**config.mk**
```make
export PLATFORM = sky130hd
export DESIGN_NAME = spwm_capture
export DESIGN_NICKNAME = d
export VERILOG_FILES = /design/src/rtl/spwm_capture.sv
export SDC_FILE = /design/constraint.sdc
export NUM_CORES = 1
export LEC_CHECK = 0
export BUFFER_PORTS_ARGS = -buffer_cell sky130_fd_sc_hd__buf_2
export CAP_MARGIN = 0
export CORE_MARGIN = 1.5
export CORE_UTILIZATION = 61
export CTS_CLUSTER_DIAMETER = 120
export DETAILED_ROUTE_END_ITERATION = 12
export PLACE_DENSITY = 0.82
export SLEW_MARGIN = 15
export SYNTH_ARGS = -nofsm -noshare
export SYNTH_HDL_FRONTEND = slang
export SYNTH_SLANG_ARGS = --single-unit
```
**constraint.sdc**
```tcl
create_clock -name clk -period 7.4 [get_ports clk]
set_input_delay 0 -clock clk [delete_from_list [all_inputs] [get_ports clk]]
set_output_delay 0 -clock clk [all_outputs]
set_load 0.05 [all_outputs]
```
**src/rtl/spwm_capture.sv**
```systemverilog
// SPWM gate-signal capture: measures upper-switch on-time per leg each carrier
// period and reconstructs the normalised leg voltage in Q4.28, with shoot-through flags.
module spwm_capture #(
    parameter int                 PERIOD = 10000,
    parameter logic signed [31:0] KSCALE = 32'sd53687,
    parameter int                 CW     = 14
) (
    input  logic               clk,
    input  logic               res,
    input  logic               sync,
    input  logic               Sau,
    input  logic               Sal,
    input  logic               Sbu,
    input  logic               Sbl,
    input  logic               Scu,
    input  logic               Scl,
    output logic signed [31:0] va,
    output logic signed [31:0] vb,
    output logic signed [31:0] vc,
    output logic               valid,
    output logic [2:0]         fault
);

    localparam logic [CW-1:0]     LAST = CW'(PERIOD - 1);
    localparam logic [31:0]       KU   = KSCALE;
    localparam logic signed [31:0] VMAX = 32'sh1000_0000;
    localparam logic signed [31:0] VMIN = 32'shF000_0000;

    logic [5:0]         w_gate;
    logic [2:0]         w_up;
    logic [2:0]         w_lo;
    logic               w_end;
    logic signed [31:0] w_v [3];

    logic [5:0]         r_s1;
    logic [5:0]         r_s2;
    logic [CW-1:0]      r_wcnt;
    logic [CW-1:0]      r_h   [3];
    logic [CW-1:0]      r_cap [3];
    logic               r_cap_v;
    logic signed [31:0] r_v   [3];
    logic               r_valid;
    logic [2:0]         r_fault;

    assign w_gate = {Scl, Scu, Sbl, Sbu, Sal, Sau};
    assign w_up   = {r_s2[4], r_s2[2], r_s2[0]};
    assign w_lo   = {r_s2[5], r_s2[3], r_s2[1]};
    assign w_end  = (r_wcnt == LAST);

    function automatic logic signed [31:0] conv(input logic [CW-1:0] cap);
        logic [31:0]        prod;
        logic signed [31:0] v;
        prod = 32'(cap) * KU;
        v    = $signed(prod - 32'h1000_0000);
        if (v > VMAX)
            return VMAX;
        else if (v < VMIN)
            return VMIN;
        return v;
    endfunction

    always_comb begin
        for (int i = 0; i < 3; i++)
            w_v[i] = conv(r_cap[i]);
    end

    always_ff @(posedge clk or negedge res) begin
        if (!res) begin
            r_s1    <= '0;
            r_s2    <= '0;
            r_wcnt  <= '0;
            r_cap_v <= 1'b0;
            r_valid <= 1'b0;
            r_fault <= '0;
            for (int i = 0; i < 3; i++) begin
                r_h[i]   <= '0;
                r_cap[i] <= '0;
                r_v[i]   <= '0;
            end
        end else begin
            r_s1    <= w_gate;
            r_s2    <= r_s1;
            r_fault <= r_fault | (w_up & w_lo);
            r_cap_v <= w_end;
            r_valid <= r_cap_v;
            // a sync landing on the last cycle still closes the window normally
            if (w_end || sync)
                r_wcnt <= '0;
            else
                r_wcnt <= r_wcnt + CW'(1);
            for (int i = 0; i < 3; i++) begin
                if (w_end) begin
                    r_cap[i] <= r_h[i] + CW'(w_up[i]);
                    r_h[i]   <= '0;
                end else if (sync) begin
                    r_h[i] <= '0;
                end else begin
                    r_h[i] <= r_h[i] + CW'(w_up[i]);
                end
                if (r_cap_v)
                    r_v[i] <= w_v[i];
            end
        end
    end

    assign va    = r_v[0];
    assign vb    = r_v[1];
    assign vc    = r_v[2];
    assign valid = r_valid;
    assign fault = r_fault;

endmodule

```
==> flow_summary.ini <==
[worst_setup_path]
cp.required_ns = 7.84
start_kind = flip-flop
arrival_ns = 7.34
crit_start = r_cap[0]
cp_max_fo = 21
worstSetupPathType = flip-flop to flip-flop
r2r_start = r_cap[0]
end_kind = flip-flop

[timing]
fin_ws_ns = 0.497
tns_ns = 0
slew_headroom_pct = 26.1
post-route-period-util_pct = 93.3
hold_violations = 0
worstMarginPinSlew_ns = 1.11
final_max_slew_viol_count = 0
finalCriticalPeriod_ns = 6.90
holdWs_ns = 0.0123
finClkSkew_ns = 0.0147
rsz0062_at_grt = false
finalSetupViolCount = 0
clock.fmax_ghz = 0.145

[synthesis]
synth_compound_area_share_pct = 12.7
netlist_top_cells_count = inv_1 (409), ha_1 (391), fa_1 (240)
synthXorXnorAreaFrac_pct = 3.93
synth_area_leaders = dfrtp_1 (22%), ha_1 (21%), fa_1 (21%)
synth_area_um2 = 23400
synth.mux.area_fraction_pct = 1.14
synth_edf_count = 0
yosysUniqueCellTypes = 91
avgSynthCellArea_um2 = 9.81
async_flop_share_pct = 100
synthSimpleGateAreaFrac_pct = 10.6
synth_warnings = 0
synth_top_area_share_pct = 22.3
synth_nets = 3023
synth_fa_ha_area_share_pct = 41.5
ys_ff_latch = 208
synth_top_family_by_area = adder cells
synth_flop_cell = dfrtp_1
yosysTopAreaCell = dfrtp_1
yosysSeqAreaShare_pct = 22.3
syn_inst = 2383
synth.most_common_cell = inv_1

[finish]
synthToLayoutAreaGrowth_pct = 7.78
multi_input_area_um2 = 16300
nets = 3102
drive_above_1_share_pct = 8.11
fin_cells = 2990
n_antenna_cell = 0
fill_cells = 2958
seqCellArea_um2 = 5210

[drt]
drt_iter0_drc = 977
drc = 0
wirelength_um = 55400
avgViaCountPerCell = 5.82
post_drt_wl_per_cell_um = 18.5
vias = 17410
antenna_left = 0
drt-pass1-iter-count = 7

[placed_design]
place_congestion = 0.938
place_hpwl_um = 45500
dp.cells = 2938
pre_cts_slack_ns = 0.433
port_buffers = 108

[global_route]
grt_remaining_overflow = 0
grt_max_degree = 77
grt_pass1_wl_um = 92800
grt_usage_pct = 29.6
antenna_found_initial = 0
grt_pass1_vias = 18167

[power]
switching_share_pct = 23.5
comb_power_share_pct = 1.9
pwr-share-clk_pct = 50.0
p_leak_nw = 13.8
ir_drop_uv = 172
p_int_w = 0.00183
powerDensity_nw_per_um2 = 95.1
p_sw_w = 0.000563
seq_power_share_pct = 48.1

[clocking]
cts_tree = done
cts_buffer_depth = 3
cts_made_buffers = 25
root_buffer = clkbuf_16
cts.clk_slew.worst_paths_ns = 0.07
postCtsSetupBuffers = 0
htreeDepth = 1
cts_sinks = 208
clk_latency_ns = 0.55

[status]
status = complete, no violations

[floorplan]
die_h_um = 199
start_util_pct = 62.0
num_rows = 71
ioPinCount = 109
die_area_um2 = 39500
die_width_um = 199
core_um2 = 37700

[worst_hold_path]
hp-class = input pin to asynchronous set/reset pin

[flow_run]
cap_violations = 0
## flip-flops by register name, summed over array words and instances, names as in the netlist
signal / cells
fault: 3
vb: 31
vc: 31
va: 31
valid: 1
r_s1: 6
r_h: 42
r_cap_v: 1
r_wcnt: 14
r_s2: 6
r_cap: 42
## worst paths after layout
| kind | slack, ns | cells past startpoint | end |
|---|---|---|---|
| max reg2reg | 0.50 | 19 | vc[18] |
| min | 0.01 | 2 | valid |
| max | 0.50 | 19 | vc[18] |
| min in group clk | 0.10 | 2 | r_s1[5] |
| max in group asynchronous | 6.05 | 3 | r_cap_v |
| min reg2reg | 0.35 | 0 | r_s2[4] |
## cells by family (layout without fill, tap and decap cells)
group                      count (synthesis)  after routing
buffers and inverters                    480            576
and+or+nand+nor                          510            510
DFF                                      208            208
muxes                                     26             26
adders and majority gates                631            631
AOI/OAI and AO/OA                        424            424
xor gates and xnor gates                 104            104
## worst max-delay path, stage by stage (launching register included)
cell      delay (ns)
dfrtp_1         0.56
inv_1           0.16
ha_1            0.51
fa_1            0.46
fa_1            0.49
inv_1           0.05
fa_1            0.49
inv_1           0.06
fa_1            0.57
fa_1            0.43
ha_1            0.44
nand2_1         0.14
nor2_1          0.37
a211oi_2        0.21
o32ai_2         0.41
o21ai_0         0.13
nor3b_2         0.20
or2_2           0.31
mux2_2          0.44
o41ai_1         0.38
## placed cells by master (no fill, tap or decap), drive strengths merged, types with 20 or more instances in the layout
master     n
inv      413
mux2i     24
dfrtp    208
o2bb2ai   42
nand3     62
a211oi    20
a21oi     93
fa       240
nor2     137
clkbuf    33
xor2      54
nor2b     20
nor3      28
a21o      25
xnor2     50
nand4     27
buf      115
o21ai    105
and3      22
ha       391
nand2    142
## area by class of cell
| class | instances | area share (%) |
|---|---|---|
| clock buffer | 33 | 2.80 |
| clock inverter | 11 | 0.333 |
| inverter | 409 | 6.10 |
| multi-input combinational | 1695 | 64.8 |
| sequential | 208 | 20.7 |
| tap | 511 | 2.54 |
| timing repair buffer | 123 | 2.71 |
## routing by layer
layer	up-vias	wire, µm	GRT usage, %
met5	-	0	0
met4	0	2200	10.4
met3	139	2590	3.46
met2	506	27200	50.6
met1	8582	23400	38.9
li1	8183	-	-
## timing repair
| item | CTS | global route |
|---|---|---|
| gates resized for setup | 0 | 1 |
| hold endpoints to repair | 87 | 0 |
| hold buffers | 8 | 0 |
| endpoints found under the setup margin | 0 | 8 |
## power by group through the flow
| stage | sequential, W | combinational [W] | clock [W] |
|---|---|---|---|
| 2_1_floorplan | 0.00117 | 0.0000129 | 0 |
| 3_3_place_gp | 0.00117 | 0.0000426 | 0 |
| 3_5_place_dp | 0.00117 | 0.0000442 | 0 |
| 4_1_cts | 0.00115 | 0.0000483 | 0.00122 |
| 5_1_grt | 0.00115 | 0.0000541 | 0.00126 |
| 6_report | 0.00115 | 0.0000466 | 0.00120 |
## per-stage QoR
stage	cell area (µm²)	total power [W]	utilization, %
3_3_place_gp	24300	0.00121	64.5
3_5_place_dp	24300	0.00122	64.5
4_1_cts	25200	0.00242	66.8
6_report	25200	0.00240	66.9
5_1_grt	25200	0.00246	66.9
2_1_floorplan	23400	0.00118	-
Power figures use the tool's default switching activity.
